===== config.mk =====
export PLATFORM = sky130hd
export DESIGN_NAME = slow_link_scheduler_flat
export DESIGN_NICKNAME = d
export VERILOG_FILES = /design/src/rtl/slow_link_scheduler_if.sv /design/src/rtl/slow_link_scheduler.sv /design/src/flat_wrapper.sv
export SDC_FILE = /design/constraint.sdc
export NUM_CORES = 1
export LEC_CHECK = 0
export BUFFER_PORTS_ARGS = -buffer_cell sky130_fd_sc_hd__buf_2
export CORE_MARGIN = 2
export CORE_UTILIZATION = 48
export DETAILED_ROUTE_END_ITERATION = 12
export GPL_ROUTABILITY_DRIVEN = 0
export PLACE_DENSITY_LB_ADDON = 0.12
export SLEW_MARGIN = 20
export SYNTH_ARGS = -nofsm -noshare
export SYNTH_HDL_FRONTEND = slang
export SYNTH_SLANG_ARGS = --single-unit
export TNS_END_PERCENT = 100

===== constraint.sdc =====
create_clock -name clk -period 4.04 [get_ports clk]
set_clock_uncertainty 0.05 [all_clocks]
set_input_delay 0 -clock clk [delete_from_list [all_inputs] [get_ports clk]]
set_output_delay 0 -clock clk [all_outputs]
set_load 0.02 [all_outputs]

===== src/rtl/slow_link_scheduler_if.sv =====
`default_nettype none
// ============================================================================
// Module      : slow_link_scheduler_if
// Description : Request/grant bundle between the requesters, the scheduler
//               and the slow transmitter's input FIFO.
// Revision    : 1.0 - initial release
// ============================================================================
interface slow_link_scheduler_if #(
  parameter int N_REQ     = 4,
  parameter int PAYLOAD_W = 8,
  parameter int OCC_W     = 5
) ();

  logic [N_REQ-1:0]           req_valid_i;
  logic [N_REQ*PAYLOAD_W-1:0] req_payload_i;
  logic [N_REQ-1:0]           req_ready_o;
  logic                       tx_idle_i;
  logic [PAYLOAD_W-1:0]       payload_o;
  logic                       frame_tick_o;
  logic [OCC_W-1:0]           occupancy_o;
  logic                       overflow_o;

  // Requester / transmitter side
  modport master (
    output req_valid_i, req_payload_i, tx_idle_i,
    input  req_ready_o, payload_o, frame_tick_o, occupancy_o, overflow_o
  );

  // Scheduler side
  modport slave (
    input  req_valid_i, req_payload_i, tx_idle_i,
    output req_ready_o, payload_o, frame_tick_o, occupancy_o, overflow_o
  );

endinterface
`default_nettype wire


===== src/rtl/slow_link_scheduler.sv =====
`default_nettype none
// ============================================================================
// Module      : slow_link_scheduler
// Description : Arbiter and credit-based flow controller in front of the slow
//               transmitter FIFO. Channel 0 (frame source) has priority with
//               a burst cap; channels 1..N_REQ-1 share round-robin.
// Revision    : 1.0 - initial release
// ============================================================================
module slow_link_scheduler #(
  parameter int N_REQ         = 4,
  parameter int PAYLOAD_W     = 8,
  parameter int FIFO_DEPTH    = 16,
  parameter int CREDIT_MARGIN = 2,
  parameter int WORD_PERIOD   = 800,
  parameter int MAX_BURST     = 8
) (
  input  wire logic            clk,
  input  wire logic            reset,
  slow_link_scheduler_if.slave bus
);

  localparam int OCC_W   = $clog2(FIFO_DEPTH + 1);
  localparam int PTR_W   = $clog2(N_REQ);
  localparam int BURST_W = $clog2(MAX_BURST + 1);
  localparam int TIMER_W = $clog2(WORD_PERIOD);

  localparam logic [OCC_W-1:0]   c_PUSH_LIMIT = OCC_W'(FIFO_DEPTH - CREDIT_MARGIN);
  localparam logic [OCC_W-1:0]   c_DEPTH      = OCC_W'(FIFO_DEPTH);
  localparam logic [BURST_W-1:0] c_MAX_BURST  = BURST_W'(MAX_BURST);
  localparam logic [TIMER_W-1:0] c_TIMER_LAST = TIMER_W'(WORD_PERIOD - 1);

  // State
  logic [OCC_W-1:0]     r_occ;
  logic [TIMER_W-1:0]   r_timer;
  logic [PTR_W-1:0]     r_rr_ptr;
  logic [BURST_W-1:0]   r_burst;
  logic                 r_acc_d1;
  logic                 r_acc_d2;
  logic                 r_tick;
  logic [PAYLOAD_W-1:0] r_payload;
  logic                 r_overflow;

  // Arbitration
  logic                 w_can_push;
  logic                 w_others;
  logic                 w_burst_block;
  logic                 w_rr_found;
  logic [PTR_W-1:0]     w_rr_idx;
  int                   w_dist;
  int                   w_best;
  logic                 w_gnt_ch0;
  logic                 w_gnt_rr;
  logic                 w_accept;
  logic [N_REQ-1:0]     w_grant;
  logic [PAYLOAD_W-1:0] w_sel_payload;

  // Credit model
  logic                 w_drain;
  logic                 w_resync;

  // Same-cycle grant: channel 0 first unless its burst is exhausted while
  // others wait; otherwise the nearest valid channel at or after rr_ptr.
  always_comb begin
    w_can_push    = (r_occ < c_PUSH_LIMIT) && !reset;
    w_others      = |bus.req_valid_i[N_REQ-1:1];
    w_burst_block = (r_burst == c_MAX_BURST) && w_others;
    w_rr_found    = 1'b0;
    w_rr_idx      = '0;
    w_dist        = 0;
    w_best        = N_REQ;
    for (int k = 1; k < N_REQ; k++) begin
      if (bus.req_valid_i[k]) begin
        // Distance from the pointer, wrapping N_REQ-1 back to 1
        if (k >= int'(r_rr_ptr)) w_dist = k - int'(r_rr_ptr);
        else                     w_dist = k - int'(r_rr_ptr) + (N_REQ - 1);
        if (w_dist < w_best) begin
          w_best     = w_dist;
          w_rr_idx   = PTR_W'(k);
          w_rr_found = 1'b1;
        end
      end
    end
    w_gnt_ch0 = w_can_push && bus.req_valid_i[0] && !w_burst_block;
    w_gnt_rr  = w_can_push && !w_gnt_ch0 && w_rr_found;
    w_accept  = w_gnt_ch0 || w_gnt_rr;
    w_grant    = '0;
    w_grant[0] = w_gnt_ch0;
    w_sel_payload = bus.req_payload_i[PAYLOAD_W-1:0];
    for (int k = 1; k < N_REQ; k++) begin
      w_grant[k] = w_gnt_rr && (w_rr_idx == PTR_W'(k));
      if (w_grant[k]) w_sel_payload = bus.req_payload_i[k*PAYLOAD_W +: PAYLOAD_W];
    end
    w_drain  = (r_occ != '0) && (r_timer == c_TIMER_LAST);
    // Transmitter idle and nothing pushed recently: the real FIFO is empty
    w_resync = bus.tx_idle_i && !r_acc_d1 && !r_acc_d2;
  end

  // Round-robin pointer and channel-0 burst counter
  always_ff @(posedge clk) begin
    if (reset) begin
      r_rr_ptr <= PTR_W'(1);
      r_burst  <= '0;
    end else begin
      if (w_gnt_rr) begin
        r_rr_ptr <= (w_rr_idx == PTR_W'(N_REQ - 1)) ? PTR_W'(1) : w_rr_idx + PTR_W'(1);
        r_burst  <= '0;
      end else if (w_gnt_ch0 && w_others) begin
        if (r_burst != c_MAX_BURST) r_burst <= r_burst + BURST_W'(1);
      end else if (!w_others) begin
        r_burst <= '0;
      end
    end
  end

  // FIFO occupancy model with drain timer and idle resync
  always_ff @(posedge clk) begin
    if (reset) begin
      r_occ    <= '0;
      r_timer  <= '0;
      r_acc_d1 <= 1'b0;
      r_acc_d2 <= 1'b0;
    end else begin
      r_acc_d1 <= w_accept;
      r_acc_d2 <= r_acc_d1;
      if (w_resync) begin
        // A push in the resync cycle still lands in the now-empty FIFO
        r_occ   <= w_accept ? OCC_W'(1) : '0;
        r_timer <= '0;
      end else begin
        if (w_accept && !w_drain)      r_occ <= r_occ + OCC_W'(1);
        else if (!w_accept && w_drain) r_occ <= r_occ - OCC_W'(1);
        if (r_occ == '0 || r_timer == c_TIMER_LAST) r_timer <= '0;
        else                                         r_timer <= r_timer + TIMER_W'(1);
      end
    end
  end

  // Registered push strobe, payload and sticky overflow flag
  always_ff @(posedge clk) begin
    if (reset) begin
      r_tick     <= 1'b0;
      r_payload  <= '0;
      r_overflow <= 1'b0;
    end else begin
      r_tick <= w_accept;
      if (w_accept) r_payload <= w_sel_payload;
      if (w_accept && r_occ == c_DEPTH) r_overflow <= 1'b1;
    end
  end

  assign bus.req_ready_o  = w_grant;
  // A tick already registered is withheld if reset arrives in its cycle
  assign bus.frame_tick_o = r_tick && !reset;
  assign bus.payload_o    = r_payload;
  assign bus.occupancy_o  = r_occ;
  assign bus.overflow_o   = r_overflow;

endmodule
`default_nettype wire


===== src/flat_wrapper.sv =====
// flat-port wrapper written by rule: the top's interface ports become plain ports
module slow_link_scheduler_flat 
#(
  parameter int N_REQ         = 4,
  parameter int PAYLOAD_W     = 8,
  parameter int FIFO_DEPTH    = 16,
  parameter int CREDIT_MARGIN = 2,
  parameter int WORD_PERIOD   = 800,
  parameter int MAX_BURST     = 8
)
  (clk, reset, bus_req_valid_i, bus_req_payload_i, bus_tx_idle_i, bus_req_ready_o, bus_payload_o, bus_frame_tick_o, bus_occupancy_o, bus_overflow_o);
  slow_link_scheduler_if #(.N_REQ(N_REQ), .PAYLOAD_W(PAYLOAD_W), .OCC_W((5))) bus_i ();
  input  wire logic clk;
  input  wire logic reset;
  input wire logic [$bits(bus_i.req_valid_i)-1:0] bus_req_valid_i;
  input wire logic [$bits(bus_i.req_payload_i)-1:0] bus_req_payload_i;
  input wire logic [$bits(bus_i.tx_idle_i)-1:0] bus_tx_idle_i;
  output wire logic [$bits(bus_i.req_ready_o)-1:0] bus_req_ready_o;
  output wire logic [$bits(bus_i.payload_o)-1:0] bus_payload_o;
  output wire logic [$bits(bus_i.frame_tick_o)-1:0] bus_frame_tick_o;
  output wire logic [$bits(bus_i.occupancy_o)-1:0] bus_occupancy_o;
  output wire logic [$bits(bus_i.overflow_o)-1:0] bus_overflow_o;
  assign bus_i.req_valid_i = bus_req_valid_i;
  assign bus_i.req_payload_i = bus_req_payload_i;
  assign bus_i.tx_idle_i = bus_tx_idle_i;
  assign bus_req_ready_o = bus_i.req_ready_o;
  assign bus_payload_o = bus_i.payload_o;
  assign bus_frame_tick_o = bus_i.frame_tick_o;
  assign bus_occupancy_o = bus_i.occupancy_o;
  assign bus_overflow_o = bus_i.overflow_o;
  slow_link_scheduler #(.N_REQ(N_REQ), .PAYLOAD_W(PAYLOAD_W), .FIFO_DEPTH(FIFO_DEPTH), .CREDIT_MARGIN(CREDIT_MARGIN), .WORD_PERIOD(WORD_PERIOD), .MAX_BURST(MAX_BURST)) u_core (.clk(clk), .reset(reset), .bus(bus_i));
endmodule

==> summary by stage, run 1 <==
Finish
The fraction of layout instances using a drive strength above 1 is ~43%. The total of fill cells in the finished design is 346. Leaving out fill and tap cells, the most frequent cell in the layout is sky130_fd_sc_hd__buf_2.

The number of antenna diodes in the final layout is 0. The signed area change from the synthesized netlist to the final layout is 51.8%. The library cells used most frequently in the layout, excluding fill and tap cells, are sky130_fd_sc_hd__buf_2, sky130_fd_sc_hd__nor2_1, sky130_fd_sc_hd__buf_4, sky130_fd_sc_hd__dfxtp_1, sky130_fd_sc_hd__nand2_1.

For this run, the post-layout net count is 453. The final non-filler cell area is about 0.0035 mm². The finished layout holds ~440 standard cells, fillers aside.

Yosys
In this run, synthesis inferred 0 flip-flops with an integrated enable. The sequential area share after synthesis is around 28%. After synthesis, the netlist uses 50 different library cells. The library cell with the largest summed area after synthesis is sky130_fd_sc_hd__dfxtp_1.

By area the synthesized netlist is led by sky130_fd_sc_hd__dfxtp_1, sky130_fd_sc_hd__ha_1, sky130_fd_sc_hd__nor2_1, sky130_fd_sc_hd__xor2_1, sky130_fd_sc_hd__nand2_1. The synthesized netlist occupies a cell area of 0.00232 mm². The number of nets in the synthesized netlist is 356. The count of warnings emitted by yosys is 0.

The share of the synthesized area in the top cell type is 27.6%. In the synthesized netlist the dominant register cell turns out to be sky130_fd_sc_hd__dfxtp_1. Of all flip-flops after synthesis, the portion carrying an async set or reset was 0%. The number of flip-flops and latches in the synthesized netlist is 32. In this run the mean area of a mapped cell was around 8 µm². The number of cells produced by synthesis is 292.

Clock tree
The number of buffers created by CTS is 5. The clock transition time at the flip-flop clock pins of the worst setup and hold paths is ~70 ps. The clock latency on the worst-skew pair is 280 ps. Counting along the longest clock path gives a buffer depth of 2. Counting every sink on the clock net gives 32. The root buffer cell chosen for the clock tree is sky130_fd_sc_hd__clkbuf_8. The H-tree was split into 2 levels. The TritonCTS clock tree is done.

Setup path
The critical path runs through a total of 21 cells. In this design, the largest share of critical-path delay is due to compound AO/OA/AOI/OAI gates. The path type of the worst setup path is reg -> reg. The critical path buffer and inverter count is 3. The critical path goes through buf_4 > ha_4 > ha_4 > ha_4 > a21o_1 > a21oi_2 > a31oi_4 > o32ai_4 > nor2_1 > a21oi_1 > ha_1 > a21boi_2 > o21ai_1 > a32o_2 > inv_2 > ha_4 > buf_6 > nor2b_4 > o21ai_1 > o221ai_1 > a311oi_1. The biggest cell delay along the critical path is between 300 and 400 ps. The worst setup path is captured at a register. At the worst endpoint, the required time is roughly 4200 ps. The worst register-to-register path has a depth of 21.

The largest driver fanout on the critical path is 6. In this design, the critical path's most frequently occurring cell is sky130_fd_sc_hd__ha_4. The data arrival at the endpoint of the critical path is ~4200 ps.

The critical path's slowest cell is sky130_fd_sc_hd__dfxtp_4. The startpoint type of the worst setup path is a register.

Drt
Using the TritonRoute via totals, the vias-per-cell ratio works out to roughly 5.5. For this run, the detailed router's first-pass iteration total came to 4. The number of design-rule violations left by the first detailed-router iteration is 95. Across all layers, the routed design uses ~2,500 vias.

The DRC violation count after routing is 0. In this run the remaining antenna-violating nets after routing total 0. The post-detailed-routing wire length is ~6.6 mm. Dividing the detail-routed wire length by the instance count gives approximately 15 µm.

Floorplan
The region available for standard cell placement spans about 0.0047 mm². The row count is 25. From left edge to right edge, the die measures approximately 74 µm. During I/O placement, the number of pins put on the boundary was between 50 and 60. In this run the vertical extent of the chip is between 70 and 80 µm. The die covers between 0.005 and 0.006 mm². The starting utilization of the core area is 49.5%.

Timing
The worst-case setup margin in the final layout is -8.26 ps. The routed design could run at a clock period as short as roughly 4000 ps. Adding up every negative setup slack in the final design gives -8.26 ps. Setup violations remaining at the end of the flow were counted as 1. The final hold violation count was 0. The highest achievable clock rate is between 0.2 and 0.25 GHz.

The final hold slack is 7.90 ps. The final max-slew violation count is 0. The slew at the pin closest to its max-slew limit is between 800 and 900 ps. In this run the tightest slew margin relative to its limit is around two fifths. The share of the clock period used by the worst path is 100%. Setup repair after global routing could not meet its margin everywhere.

Power
In this run, the combinational gates consume approximately three quarters of the power. The leakage power is around 1.5 nW. In this run the power spent charging and discharging nets is 1.25 mW. The switching part of the total power is between 40% and 50%.

The power share of the clock group is approximately a tenth. Cell internal power was estimated by the tool at approximately 1.6 mW. In this run the power density over the cells is approximately 800 mW/mm². Across the VDD grid, the largest voltage drop is roughly 460 µV.

In this run, flip-flops and latches consume approximately 16% of the power.

Place
The count of buffers added on input and output ports is 57. The post-placement cell count is 411. Summing all placed instances gives a cell area of between 0.002 and 0.003 mm².

The HPWL reported at the end of detailed placement is a little over 4 mm.

GRT
The wire length of the first global-routing pass is 9.27 mm. The via count of the first global-routing pass is approximately 2,100. The total congestion overflow is 0.

The pin count of the biggest net entering global routing is 31. The initial antenna violation count is 0. The global routing usage summed across all routing layers is between 20% and 30%.

Status
The checks that failed: negative setup slack. The flow ran to the end, but the final reports show violations.

Flow run
The number of violations of the max-capacitance limit is 0.

Hold path
The min-delay analysis places its worst path in the category in -> reg. Counting instances, the worst hold path has a depth of 3.
## power groups by stage
stage / Combinational (mW) / Clock (mW) / Sequential (mW)
6_report: 2.12 / 0.307 / 0.454
5_1_grt: 2.26 / 0.326 / 0.464
4_1_cts: 1.46 / 0.312 / 0.439
3_5_place_dp: 1.38 / 0 / 0.442
3_3_place_gp: 1.36 / 0 / 0.441
2_1_floorplan: 0.940 / 0 / 0.489
## sequential cells by signal (all words and copies together), names as in the netlist
signal                  count
u_core.r_acc_d1             1
u_core.r_rr_ptr             2
u_core.bus.overflow_o       1
u_core.bus.occupancy_o      5
u_core.r_burst              4
u_core.r_timer             10
u_core.bus.payload_o        8
u_core.r_acc_d2             1
## cell usage after synthesis, types with 3 or more instances
cell,n
sky130_fd_sc_hd__nor2b_1,8
sky130_fd_sc_hd__ha_1,24
sky130_fd_sc_hd__clkbuf_1,8
sky130_fd_sc_hd__o221ai_1,8
sky130_fd_sc_hd__inv_1,19
sky130_fd_sc_hd__or2_2,4
sky130_fd_sc_hd__xnor2_1,5
sky130_fd_sc_hd__a22oi_1,3
sky130_fd_sc_hd__nor3_1,6
sky130_fd_sc_hd__a21oi_1,12
sky130_fd_sc_hd__nor2_1,41
sky130_fd_sc_hd__o21ai_0,12
sky130_fd_sc_hd__xor2_1,11
sky130_fd_sc_hd__a31oi_1,9
sky130_fd_sc_hd__dfxtp_1,32
sky130_fd_sc_hd__nand3_1,14
sky130_fd_sc_hd__nand2_1,25
sky130_fd_sc_hd__buf_6,4
sky130_fd_sc_hd__a21o_1,3
sky130_fd_sc_hd__a311oi_1,6
## kinds of logic after synthesis
logic type / share of synthesized area, %
AOI/OAI and AO/OA: 21.0
xor gates and xnor gates: 6.03
adders and majority gates: 13.8
buffers and inverters: 7.59
DFF: 27.6
muxes: 0.431
and+or+nand+nor: 23.6
## area by class of cell
cell class / instances / area [µm²] / area share (%)
Multi-Input combinational cell: 224 / 1920 / 54.4
Sequential cell: 32 / 648 / 18.4
Clock inverter: 3 / 42.5 / 1.21
Clock buffer: 5 / 68.8 / 1.95
Inverter: 19 / 76.3 / 2.16
Timing Repair Buffer: 107 / 704 / 20.0
Tap cell: 54 / 67.6 / 1.91
## metal layers
metal / wire [µm] / global-route usage (%)
met5: 0 / 0
met1: 2760 / 27.6
met3: 312 / 5.76
met2: 3510 / 36.8
met4: 47 / 4.44
## path summary, 6_finish.rpt
path	start	to	slack, ps
max reg2reg	u_core.r_rr_ptr[1]	u_core.bus.payload_o[1]	-8
min	bus_req_payload_i[13]	u_core.bus.payload_o[5]	8
min reg2reg	u_core.bus.overflow_o	u_core.bus.overflow_o	420
max	u_core.r_rr_ptr[1]	u_core.bus.payload_o[1]	-8
## worst min-delay path, stage by stage
cell,delay (ps)
sky130_fd_sc_hd__buf_2,70
sky130_fd_sc_hd__nor3_1,40
sky130_fd_sc_hd__o221ai_1,190
## timing repair
item	in CTS	in global routing
endpoints found under the setup margin	14	14
buffers inserted	0	15
hold buffers	10	0
endpoints found under the hold margin	8	0
pin swaps	7	34
resized for setup	14	80
## metrics by stage
stage / power [mW] / util, % / setup WS, ps
after detailed placement: 1.82 / 59.3 / -293
final: 2.88 / 75.2 / -8.26
after global routing: 3.05 / 75.2 / -129
after CTS: 2.22 / 64.6 / 16.9
after floorplan: 1.43 / - / 8.81
after global placement: 1.81 / 59.3 / -124
Note: power is estimated with default switching activity, not from simulation.
==> run 2: changes to the inputs <==
--- a/config.mk
+++ b/config.mk
@@ -5,9 +5,9 @@
 export SDC_FILE = /design/constraint.sdc
 export NUM_CORES = 1
 export LEC_CHECK = 0
-export BUFFER_PORTS_ARGS = -buffer_cell sky130_fd_sc_hd__buf_2
+export BUFFER_PORTS_ARGS = -buffer_cell sky130_fd_sc_hd__buf_4
 export CORE_MARGIN = 2
-export CORE_UTILIZATION = 48
+export CORE_UTILIZATION = 54
 export DETAILED_ROUTE_END_ITERATION = 12
 export GPL_ROUTABILITY_DRIVEN = 0
 export PLACE_DENSITY_LB_ADDON = 0.12
==> constraint.sdc (replaced) <==
create_clock -name clk -period 3.79 [get_ports clk]
set_clock_uncertainty 0.05 [all_clocks]
set_input_delay 0 -clock clk [delete_from_list [all_inputs] [get_ports clk]]
set_output_delay 0 -clock clk [all_outputs]
set_load 0.02 [all_outputs]
==> run 2 against run 1 <==
The run still ends with negative setup slack left. Critical endpoint is now u_core.bus.payload_o[3]. Critical path depth up 1. Clock-buffer cell count unchanged. Global-route usage up 13 points. Clock power rose by 14%. Core utilization rose by 19 points. Combinational power is 30% higher. Sequential share of layout area fell by 1.5 points. Fmax decreased by 4.8%.
==> summary by stage, run 2 (synthesized netlist as in run 1, its figures left out) <==
Timing
The worst slew slack as a fraction of its limit came to 60.6% (was 40.6%). The final critical-path required period was 4250 ps (was 4050 ps). The share of the clock period used by the worst path is 112% (was 100%). The slew at the pin closest to its max-slew limit was 588 ps (was 887 ps).

The final max-slew violation count is 0 (unchanged). The highest achievable clock rate came to 0.235 GHz (was 0.247 GHz). The final hold violation count was 0 (unchanged). The setup TNS is -5020 ps (was -8.26 ps). Setup repair after global routing missed its margin: yes (unchanged).

The final hold slack is 28.5 ps (was 7.90 ps). The worst-case setup margin in the final layout came to -464 ps (was -8.26 ps). The total of endpoints with negative setup slack in the final report is 15 (was 1).

Power
The power share of the clock group came to 9.7% (was 10.7%). The worst-case vdd ir drop is 622 µV (was 458 µV). The combinational share of power is 76.2% (was 73.6%). The leakage power was 1.61 nW (was 1.48 nW).

The sequential share of power is 14.2% (was 15.7%). The net load switching power is 1.70 mW (was 1.25 mW). The power density over the cells is 942 mW/mm² (was 816 mW/mm²). The overall power of the completed layout is 3.62 mW (was 2.88 mW). The switching part of the total power is 47.0% (was 43.5%). The internal power summed over all cells is 1.92 mW (was 1.63 mW).

Clock tree
The clock latency on the worst-skew pair came to 300 ps (was 280 ps). The maximum number of buffers from clock root to sink is 2 (unchanged). The clock sink count is 32 (unchanged). The clock transition time at the flip-flop clock pins of the worst setup and hold paths is 80 ps (was 70 ps).

The TritonCTS clock tree is done (unchanged). The root cell of the clock tree is sky130_fd_sc_hd__clkbuf_8 (unchanged). The number of buffers created by CTS came to 5 (unchanged). The maximum level of the CTS H-tree is 2 (unchanged).

Place
The pre-CTS setup slack is -319 ps (was -293 ps). The HPWL reported at the end of detailed placement is 4.56 mm (was 4.08 mm). The number of port buffers was 57 (unchanged). The post-placement cell count is 417 (was 411).

Hold path
The startpoint of the worst hold path is bus_req_payload_i[4] (was bus_req_payload_i[13]). The path class of the lowest-slack min-delay path was in -> reg (unchanged). The instance count along the most critical hold path is 3 (unchanged). The endpoint of the worst hold path was u_core.bus.payload_o[4] (was u_core.bus.payload_o[5]).

Setup path
The biggest cell delay along the critical path came to 430 ps (was 350 ps). The worst-case register-to-register setup slack is -460 ps (was -8 ps). The largest driver fanout on the critical path came to 7 (was 6). The number of cells traversed by the worst register-to-register path came to 22 (was 21). The critical path buffer and inverter count is 3 (unchanged).

The launch instance of the worst register-to-register path is u_core.r_rr_ptr[0] (was u_core.r_rr_ptr[1]). The required time of the worst setup path is 3950 ps (was 4190 ps). The type of element capturing the critical path is a register (unchanged). List of cells traversed by the critical path: inv_4 > ha_4 > buf_4 > nand2_2 > ha_1 > nand3_1 > a31oi_1 > a21oi_2 > a31oi_4 > o32ai_4 > nor2_1 > a21oi_1 > ha_1 > a21boi_2 > o21ai_1 > a32o_2 > inv_2 > ha_4 > nor2b_4 > o21ai_1 > o221ai_1 > a311oi_1 (was buf_4 > ha_4 > ha_4 > ha_4 > a21o_1 > a21oi_2 > a31oi_4 > o32ai_4 > nor2_1 > a21oi_1 > ha_1 > a21boi_2 > o21ai_1 > a32o_2 > inv_2 > ha_4 > buf_6 > nor2b_4 > o21ai_1 > o221ai_1 > a311oi_1). The path type of the worst setup path is reg -> reg (unchanged). The destination of the worst register-to-register timing path is u_core.bus.payload_o[3] (was u_core.bus.payload_o[1]). The kind of cell adding the most delay to the critical path is compound AO/OA/AOI/OAI gates (unchanged). The startpoint type of the worst setup path is a register (unchanged). The critical path's slowest cell is sky130_fd_sc_hd__dfxtp_4 (unchanged). The data arrival at the endpoint of the critical path is 4410 ps (was 4200 ps).

GRT
The global routing usage summed across all routing layers was 34.5% (was 21.7%). The initial antenna violation count is 0 (unchanged). The wire length of the first global-routing pass is 13.3 mm (was 9.27 mm). The pin count of the biggest net entering global routing was 31 (unchanged). The via count of the first global-routing pass came to 2,781 (was 2,143). The total congestion overflow is 0 (unchanged).

Finish
The flip-flop count of the largest register, all copies and words added is 10 (unchanged). The fraction of layout instances using a drive strength above 1 is 48.3% (was 43.3%). The number of antenna repair diodes is 0 (unchanged). The layout net count was 467 (was 453). The non-filler instance count after layout was 454 (was 444).

Most frequent cells in the layout: sky130_fd_sc_hd__buf_4, sky130_fd_sc_hd__nor2_1, sky130_fd_sc_hd__dfxtp_1, sky130_fd_sc_hd__nand2_1, sky130_fd_sc_hd__ha_4 (was sky130_fd_sc_hd__buf_2, sky130_fd_sc_hd__nor2_1, sky130_fd_sc_hd__buf_4, sky130_fd_sc_hd__dfxtp_1, sky130_fd_sc_hd__nand2_1). The total of fill cells in the finished design is 112 (was 346). The most common library cell in the layout ignoring fill and taps is sky130_fd_sc_hd__buf_4 (was sky130_fd_sc_hd__buf_2). The register with the most flip-flops is u_core.r_timer (unchanged). The signed area change from the synthesized netlist to the final layout is 65.2% (was 51.8%).

Drt
The routed length per placed instance was 25.5 µm (was 14.9 µm). The number of nets still failing antenna checks after routing came to 0 (unchanged). The number of optimization iterations in the first detailed-route pass is 5 (was 4). The post-detailed-routing wire length is 11.6 mm (was 6.63 mm). The number of vias in the routed layout is 3,074 (was 2,451). The DRC violation count after routing is 0 (unchanged).

The via density per instance is 6.77 (was 5.52). The number of design-rule violations left by the first detailed-router iteration came to 454 (was 95).

Status
Result of the run: finished, violations left (unchanged). Failing checks: negative setup slack (unchanged).

Floorplan
The boundary pin count is 58 (unchanged). The starting utilization of the core area came to 57.3% (was 49.5%). The floorplan die area was 0.00485 mm² (was 0.00542 mm²). The row count is 23 (was 25).

The width of the die came to 69.6 µm (was 73.6 µm). The placeable core region came to 0.00406 mm² (was 0.00469 mm²). The die span in y is 69.6 µm (was 73.6 µm).

Flow run
The number of violations of the max-capacitance limit is 0 (unchanged).
run 2: routing by layer:
metal | up-vias | track usage (%) | wire length, µm
li1 | 1241 | - | -
met1 | 1410 | 37.5 | 3920
met2 | 316 | 62.0 | 5440
met3 | 107 | 7.99 | 1290
met4 | 0 | 17.9 | 942
met5 | - | 0 | 0
run 2: cell type report:
cell class | count | area [µm²] | area share (%)
well taps | 50 | 62.6 | 1.63
multi-input cells | 224 | 1960 | 51.1
clock inverters | 3 | 42.5 | 1.11
flip-flops and latches | 32 | 648 | 16.9
repair buffers | 121 | 976 | 25.4
clock buffers | 5 | 68.8 | 1.79
inverters | 19 | 81.3 | 2.12
run 2: worst min-delay path, stage by stage:
cell and delay (ps):
sky130_fd_sc_hd__buf_4 90, sky130_fd_sc_hd__a22oi_1 70, sky130_fd_sc_hd__o221ai_1 190
run 2: per-stage QoR:
stage	area (µm²)	utilization [%]
2_1_floorplan	2430	-
6_report	3840	94.6
5_1_grt	3840	94.6
3_3_place_gp	3060	75.5
4_1_cts	3570	87.9
3_5_place_dp	3060	75.5
run 2: worst max-delay path by stage:
stage | from | to | slack, ps | cells after the start
CTS | u_core.r_rr_ptr[0] | u_core.bus.payload_o[5] | -60 | 22
detailed placement | u_core.r_rr_ptr[0] | u_core.bus.payload_o[2] | -320 | 21
global route | u_core.r_rr_ptr[0] | u_core.bus.payload_o[0] | -620 | 21
finish | u_core.r_rr_ptr[0] | u_core.bus.payload_o[3] | -460 | 22
floorplan | u_core.r_rr_ptr[0] | u_core.bus.payload_o[0] | 6 | 21
global placement | u_core.r_rr_ptr[0] | u_core.bus.payload_o[7] | -180 | 21
run 2: power by group through the flow:
stage / logic, mW / clock network [mW] / registers (mW)
after floorplan: 1.07 / 0 / 0.531
after global placement: 1.63 / 0 / 0.481
after detailed placement: 1.67 / 0 / 0.485
after CTS: 2.07 / 0.337 / 0.487
after global routing: 2.84 / 0.362 / 0.518
final: 2.75 / 0.349 / 0.513
run 2: repair_timing:
item | 4_1_cts | 5_1_grt
hold endpoints to repair | 11 | 0
setup buffers | 10 | 7
hold buffers | 12 | 0
pin swaps | 13 | 38
resized for setup | 42 | 57
gates cloned | 0 | 0
setup endpoints to repair | 14 | 15
